==> config.mk <==
export PLATFORM = sky130hd
export DESIGN_NAME = pipeline_ctrl
export DESIGN_NICKNAME = d
export VERILOG_FILES = /design/src/rtl/cpu_types_pkg.sv /design/src/rtl/hazard_unit.sv /design/src/rtl/pipeline_ctrl.sv
export SDC_FILE = /design/constraint.sdc
export NUM_CORES = 1
export LEC_CHECK = 0
export ABC_CLOCK_PERIOD_IN_PS = 2670
export BUFFER_PORTS_ARGS = -buffer_cell sky130_fd_sc_hd__buf_2
export CAP_MARGIN = 25
export CORE_MARGIN = 2
export CORE_UTILIZATION = 30
export DETAILED_ROUTE_END_ITERATION = 10
export PLACE_DENSITY = 0.51
export RECOVER_POWER = 100
export SYNTH_ARGS = -nofsm -noshare
export SYNTH_HDL_FRONTEND = slang
export SYNTH_SLANG_ARGS = --single-unit
==> constraint.sdc <==
create_clock -name CLK -period 2.67 [get_ports CLK]
set_input_delay 0.1335 -clock CLK [delete_from_list [all_inputs] [get_ports CLK]]
set_output_delay 0.1335 -clock CLK [all_outputs]
set_load 0.05 [all_outputs]
==> src/rtl/cpu_types_pkg.sv <==
// Shared CPU types: register index and pipeline-controller state encoding.
// Latency: n/a (types only).
// Backpressure: n/a.
package cpu_types_pkg;

   typedef logic [4:0] regbits_t;

   typedef enum logic [1:0] {
      RUN    = 2'd0,
      DRAIN  = 2'd1,
      HALTED = 2'd2
   } pctrl_state_t;

   // True when the MEM stage is performing any data access.
   function automatic logic mem_access(input logic ren, input logic wen);
      return ren | wen;
   endfunction

endpackage

==> src/rtl/hazard_unit.sv <==
// Detects load-use hazards between EX and ID, and data-memory wait stalls in MEM.
// Latency: purely combinational, same cycle.
// Backpressure: none; outputs feed the pipeline controller's priority logic.
module hazard_unit
   import cpu_types_pkg::*;
(
   input  logic     ld_ex,
   input  regbits_t wreg_ex,
   input  regbits_t rs_id,
   input  regbits_t rt_id,
   input  logic     dREN_mem,
   input  logic     dWEN_mem,
   input  logic     dhit,
   output logic     lu_hazard,
   output logic     mem_stall
);

   // Register 0 is hardwired, so a load targeting it never creates a dependency.
   always_comb begin
      lu_hazard = ld_ex && (wreg_ex != '0) &&
                  ((wreg_ex == rs_id) || (wreg_ex == rt_id));
      mem_stall = mem_access(dREN_mem, dWEN_mem) && !dhit;
   end

endmodule

==> src/rtl/pipeline_ctrl.sv <==
// Central sequencer: latch enables/flushes, PC enable, halt sequencing, perf counters.
// Latency: controls are combinational from inputs and state; halt and counters are registered.
// Backpressure: memory waits freeze upstream latches; fetch misses and load-use insert bubbles.
module pipeline_ctrl
   import cpu_types_pkg::*;
#(
   parameter int CNT_W = 32
)(
   input  logic             CLK,
   input  logic             nRST,
   input  logic             ihit,
   input  logic             dhit,
   input  logic             dREN_mem,
   input  logic             dWEN_mem,
   input  logic             halt_mem,
   input  logic             ld_ex,
   input  regbits_t         wreg_ex,
   input  regbits_t         rs_id,
   input  regbits_t         rt_id,
   input  logic             redirect_ex,
   output logic             pc_en,
   output logic             ifid_en,
   output logic             idex_en,
   output logic             exmem_en,
   output logic             memwb_en,
   output logic             ifid_flush,
   output logic             idex_flush,
   output logic             exmem_flush,
   output logic             memwb_flush,
   output logic             halt,
   output logic [CNT_W-1:0] cycle_cnt,
   output logic [CNT_W-1:0] stall_cnt
);

   pctrl_state_t     state_q, state_d;
   logic             halt_q, halt_d;
   logic [CNT_W-1:0] cycle_cnt_q, cycle_cnt_d;
   logic [CNT_W-1:0] stall_cnt_q, stall_cnt_d;
   logic             lu_hazard;
   logic             mem_stall;

   hazard_unit u_hazard (
      .ld_ex     (ld_ex),
      .wreg_ex   (wreg_ex),
      .rs_id     (rs_id),
      .rt_id     (rt_id),
      .dREN_mem  (dREN_mem),
      .dWEN_mem  (dWEN_mem),
      .dhit      (dhit),
      .lu_hazard (lu_hazard),
      .mem_stall (mem_stall)
   );

   // Priority-encoded latch controls, next state and counter updates.
   always_comb begin
      state_d     = state_q;
      pc_en       = 1'b1;
      ifid_en     = 1'b1;
      idex_en     = 1'b1;
      exmem_en    = 1'b1;
      memwb_en    = 1'b1;
      ifid_flush  = 1'b0;
      idex_flush  = 1'b0;
      exmem_flush = 1'b0;
      memwb_flush = 1'b0;

      unique case (state_q)
         RUN: begin
            if (mem_stall) begin
               // Hold everything up to EX/MEM; bubble into WB so the
               // stalled instruction is not written back twice.
               pc_en       = 1'b0;
               ifid_en     = 1'b0;
               idex_en     = 1'b0;
               exmem_en    = 1'b0;
               memwb_flush = 1'b1;
            end else if (halt_mem) begin
               // Squash everything younger than the halt and start draining.
               pc_en      = 1'b0;
               ifid_flush = 1'b1;
               idex_flush = 1'b1;
               state_d    = DRAIN;
            end else if (redirect_ex) begin
               // Load the target even if the current fetch is still pending.
               ifid_flush = 1'b1;
               idex_flush = 1'b1;
            end else if (lu_hazard) begin
               pc_en      = 1'b0;
               ifid_en    = 1'b0;
               idex_flush = 1'b1;
            end else if (!ihit) begin
               pc_en      = 1'b0;
               ifid_flush = 1'b1;
            end
         end
         DRAIN: begin
            pc_en       = 1'b0;
            ifid_flush  = 1'b1;
            idex_flush  = 1'b1;
            exmem_flush = 1'b1;
            if (!mem_stall) begin
               state_d = HALTED;
            end
         end
         HALTED: begin
            pc_en    = 1'b0;
            ifid_en  = 1'b0;
            idex_en  = 1'b0;
            exmem_en = 1'b0;
            memwb_en = 1'b0;
         end
         default: begin
            state_d = RUN;
         end
      endcase

      halt_d = (state_d == HALTED);

      cycle_cnt_d = cycle_cnt_q;
      if (state_q != HALTED) begin
         cycle_cnt_d = cycle_cnt_q + CNT_W'(1);
      end

      // A halt in MEM deliberately stops fetch; that is not counted as a stall.
      stall_cnt_d = stall_cnt_q;
      if ((state_q == RUN) && !pc_en && !halt_mem) begin
         stall_cnt_d = stall_cnt_q + CNT_W'(1);
      end
   end

   // State, sticky halt and performance counters; all cleared asynchronously.
   always_ff @(posedge CLK or negedge nRST) begin
      if (!nRST) begin
         state_q     <= RUN;
         halt_q      <= 1'b0;
         cycle_cnt_q <= '0;
         stall_cnt_q <= '0;
      end else begin
         state_q     <= state_d;
         halt_q      <= halt_d;
         cycle_cnt_q <= cycle_cnt_d;
         stall_cnt_q <= stall_cnt_d;
      end
   end

   assign halt      = halt_q;
   assign cycle_cnt = cycle_cnt_q;
   assign stall_cnt = stall_cnt_q;

endmodule

==> flow_summary.ini <==
[run]
drv_cap = 0

[power]
switching_share_pct = 41.52
p_leak_nw = 1.801
comb_power_share_pct = 34.5
internal_power_w = 0.002177
vdd_drop_max_v = 0.0005838
p_clk_share_pct = 31.5
sequentialPowerShare_pct = 34.1
netSwitchingPower_w = 0.001546
fin_total_pwr_w = 0.003723
p_per_area_mw_per_mm2 = 873.3

[route]
vias = 2734
drcViolationCount = 0
drt_iter0_markers = 132
final_antenna_net_count = 0
first_pass_iters = 4
drt_wl_total_um = 8035
wire_per_inst_um = 14.00
viasPerCell = 4.763

[sta]
fin_crit_sh_pct = 81.13
final.setup.tns_ns = 0
hold_ws_ns = 0.1812
slew_viol_final = 0
setup_viol = 0
clock.fmax_mhz = 461.6
grt_setup_unrepaired = no
finalHoldViolCount = 0
maxSlewHeadroom_pct = 33.15
tightest_slew_ns = 1.003
final.min_clock_period_ns = 2.166
skew_ns = 0.007816

[place]
dpl.hpwl_um = 5814
port_buffers = 97
dp.cells = 558
gp_congestion = 0.7969

[worst_setup_path]
reg2reg_depth = 8
r2r_end = cycle_cnt[15]
rr_startpoint = state_q[0]
cp_max_fo = 8
worst-setup-path-type = flip-flop to output port
start_kind = flip-flop
critPathArrivalTime_ns = 2.03
cp.required_ns = 2.54
crit_path_end_kind = output port
reg2reg_slack_ns = 0.57
crit_start = state_q[0]

[global_route]
grt_pass1_vias = 2673
grt_max_degree = 38
antenna_found_initial = 0
grt_pass1_wl_um = 13230
gr-total-overflow = 0
grt.total_usage_pct = 13.07

[min_path]
hold_end = state_q[0]
min_path_cells = 3
hold_path_class = input pin to flip-flop
hp-start = halt_mem

[clocking]
clock-sinks = 67
post_cts_buffers = 0
cts_buffer_depth = 2
cts_buffers = 9
h-tree-depth = 3
insertion_delay_ns = 0.33
cts_root_buffer = clkbuf_16
cts_tree = yes
cts.reportedPaths.clkPinSlew_ns = 0.05

[synthesis]
yosys.area.top_type_share_pct = 48.17
yosysWarningCount = 0
syn_nets = 355
avgSynthCellArea_um2 = 10.71
syn-cell-area_mm2 = 0.003481
synthCells = 325
yosysSeqAreaShare_pct = 48.17
ys_seq_elements = 67
synth_enable_flop_cells = 0
synth_ff_type = dfrtp_1
ys_top_cells_by_area = dfrtp_1 48%, xnor2_1 15%, o2111ai_2 3.5%
yosysMostFrequentCell = dfrtp_1
yosys.area.top_type = dfrtp_1
synth_cell_types = 39
synth_common_cells = 67 x dfrtp_1, 61 x xnor2_1, 26 x nand2_1, 19 x nor2_1, 16 x and3_1
synth-async-reset-ratio_pct = 100.0

[finish]
fin_nets = 457
drive_gt1_share_pct = 10.90
insertedDiodeCount = 0
syn_to_final_growth_pct = 22.47
stdcell_count = 574
utilization_pct = 37.49

[status]
status = finished clean

[die]
die_width_um = 111.7
die_h_um = 111.7
rows = 39
initial_utilization_pct = 30.62
io_pins = 98
die_area_mm2 = 0.01248
core_area_mm2 = 0.01137
==> kinds of logic (layout without fill, tap and decap cells) <==
kind of cell,Yosys count,after routing,share of synthesized area (%)
multiplexers,2,2,0.6470
adder cells (fa/ha/maj),6,6,2.157
AND/OR/NAND/NOR,110,110,16.61
flip-flops,67,67,48.17
buffers and inverters,23,129,3.307
AO/OA/AOI/OAI,45,45,11.00
XOR/XNOR,72,72,18.12
==> layout by cell type (no fill, tap or decap), types with 4 or more instances in the layout <==
cell and n:
nor2_1 19, nand4_1 11, buf_2 22, and3_1 16, xor2_1 11, o2111ai_1 21
clkbuf_16 9, ha_1 6, and2_1 4, nand2_1 26, inv_1 9, nor3_1 6
nand3_1 12, buf_4 4, dfrtp_1 67, clkbuf_1 78, a21oi_1 9, xnor2_1 61
and4_1 6
==> power by group through the flow <==
stage               sequential [W]  clock [W]  combinational (W)
global route               0.00129    0.00125            0.00138
finish                     0.00127    0.00117            0.00128
CTS                        0.00127    0.00120            0.00137
detailed placement         0.00129          0            0.00136
global placement           0.00128          0            0.00135
floorplan                  0.00161          0           0.000688
==> stage by stage <==
step	area [µm²]	setup slack [ns]
finish	4263	0.5037
global route	4263	0.3567
CTS	4420	0.5467
detailed placement	4116	0.5433
global placement	4116	0.6121
floorplan	3481	0.1541
==> worst max-delay path by stage <==
stage                    endpoint  slack (ns)  cells past startpoint
detailed placement   stall_cnt[1]        0.54                      7
global placement     stall_cnt[1]        0.61                      7
finish                      pc_en        0.50                      5
floorplan                 idex_en        0.15                      7
CTS                  stall_cnt[1]        0.55                      7
global route        cycle_cnt[15]        0.36                      8
==> sequential cells by signal, indices dropped and copies added, names as in the netlist <==
name / count
state_q: 2
stall_cnt: 32
cycle_cnt: 32
halt: 1
==> worst max-delay path, stage by stage (launching register included) <==
cell and delay [ns]:
dfrtp_1 0.41, inv_1 0.09, ha_1 0.31, nand2b_1 0.14, o32ai_1 0.26, clkbuf_1 0.50
==> cell type report <==
cell class              instances  area [µm²]
flip-flops and latches         67        1677
clock buffers                  11       242.7
inverters                       9       33.78
fillers                      1182        7107
clock inverters                 4       51.30
multi-input cells             235        1635
well taps                     143       178.9
repair buffers                105       444.2
==> routing by layer <==
layer	GRT usage [%]	vias to the layer above	wire length, µm
met5	0	-	0
li1	-	1350	-
met4	4.938	0	98
met3	3.593	7	434
met1	18.24	1306	3918
met2	19.39	71	3583
==> repair_timing <==
action                                 CTS  global route
gates resized for setup                  0             0
endpoints found under the hold margin   35             0
hold buffers                             1             0
No activity file was read; power rests on OpenSTA's default activity.
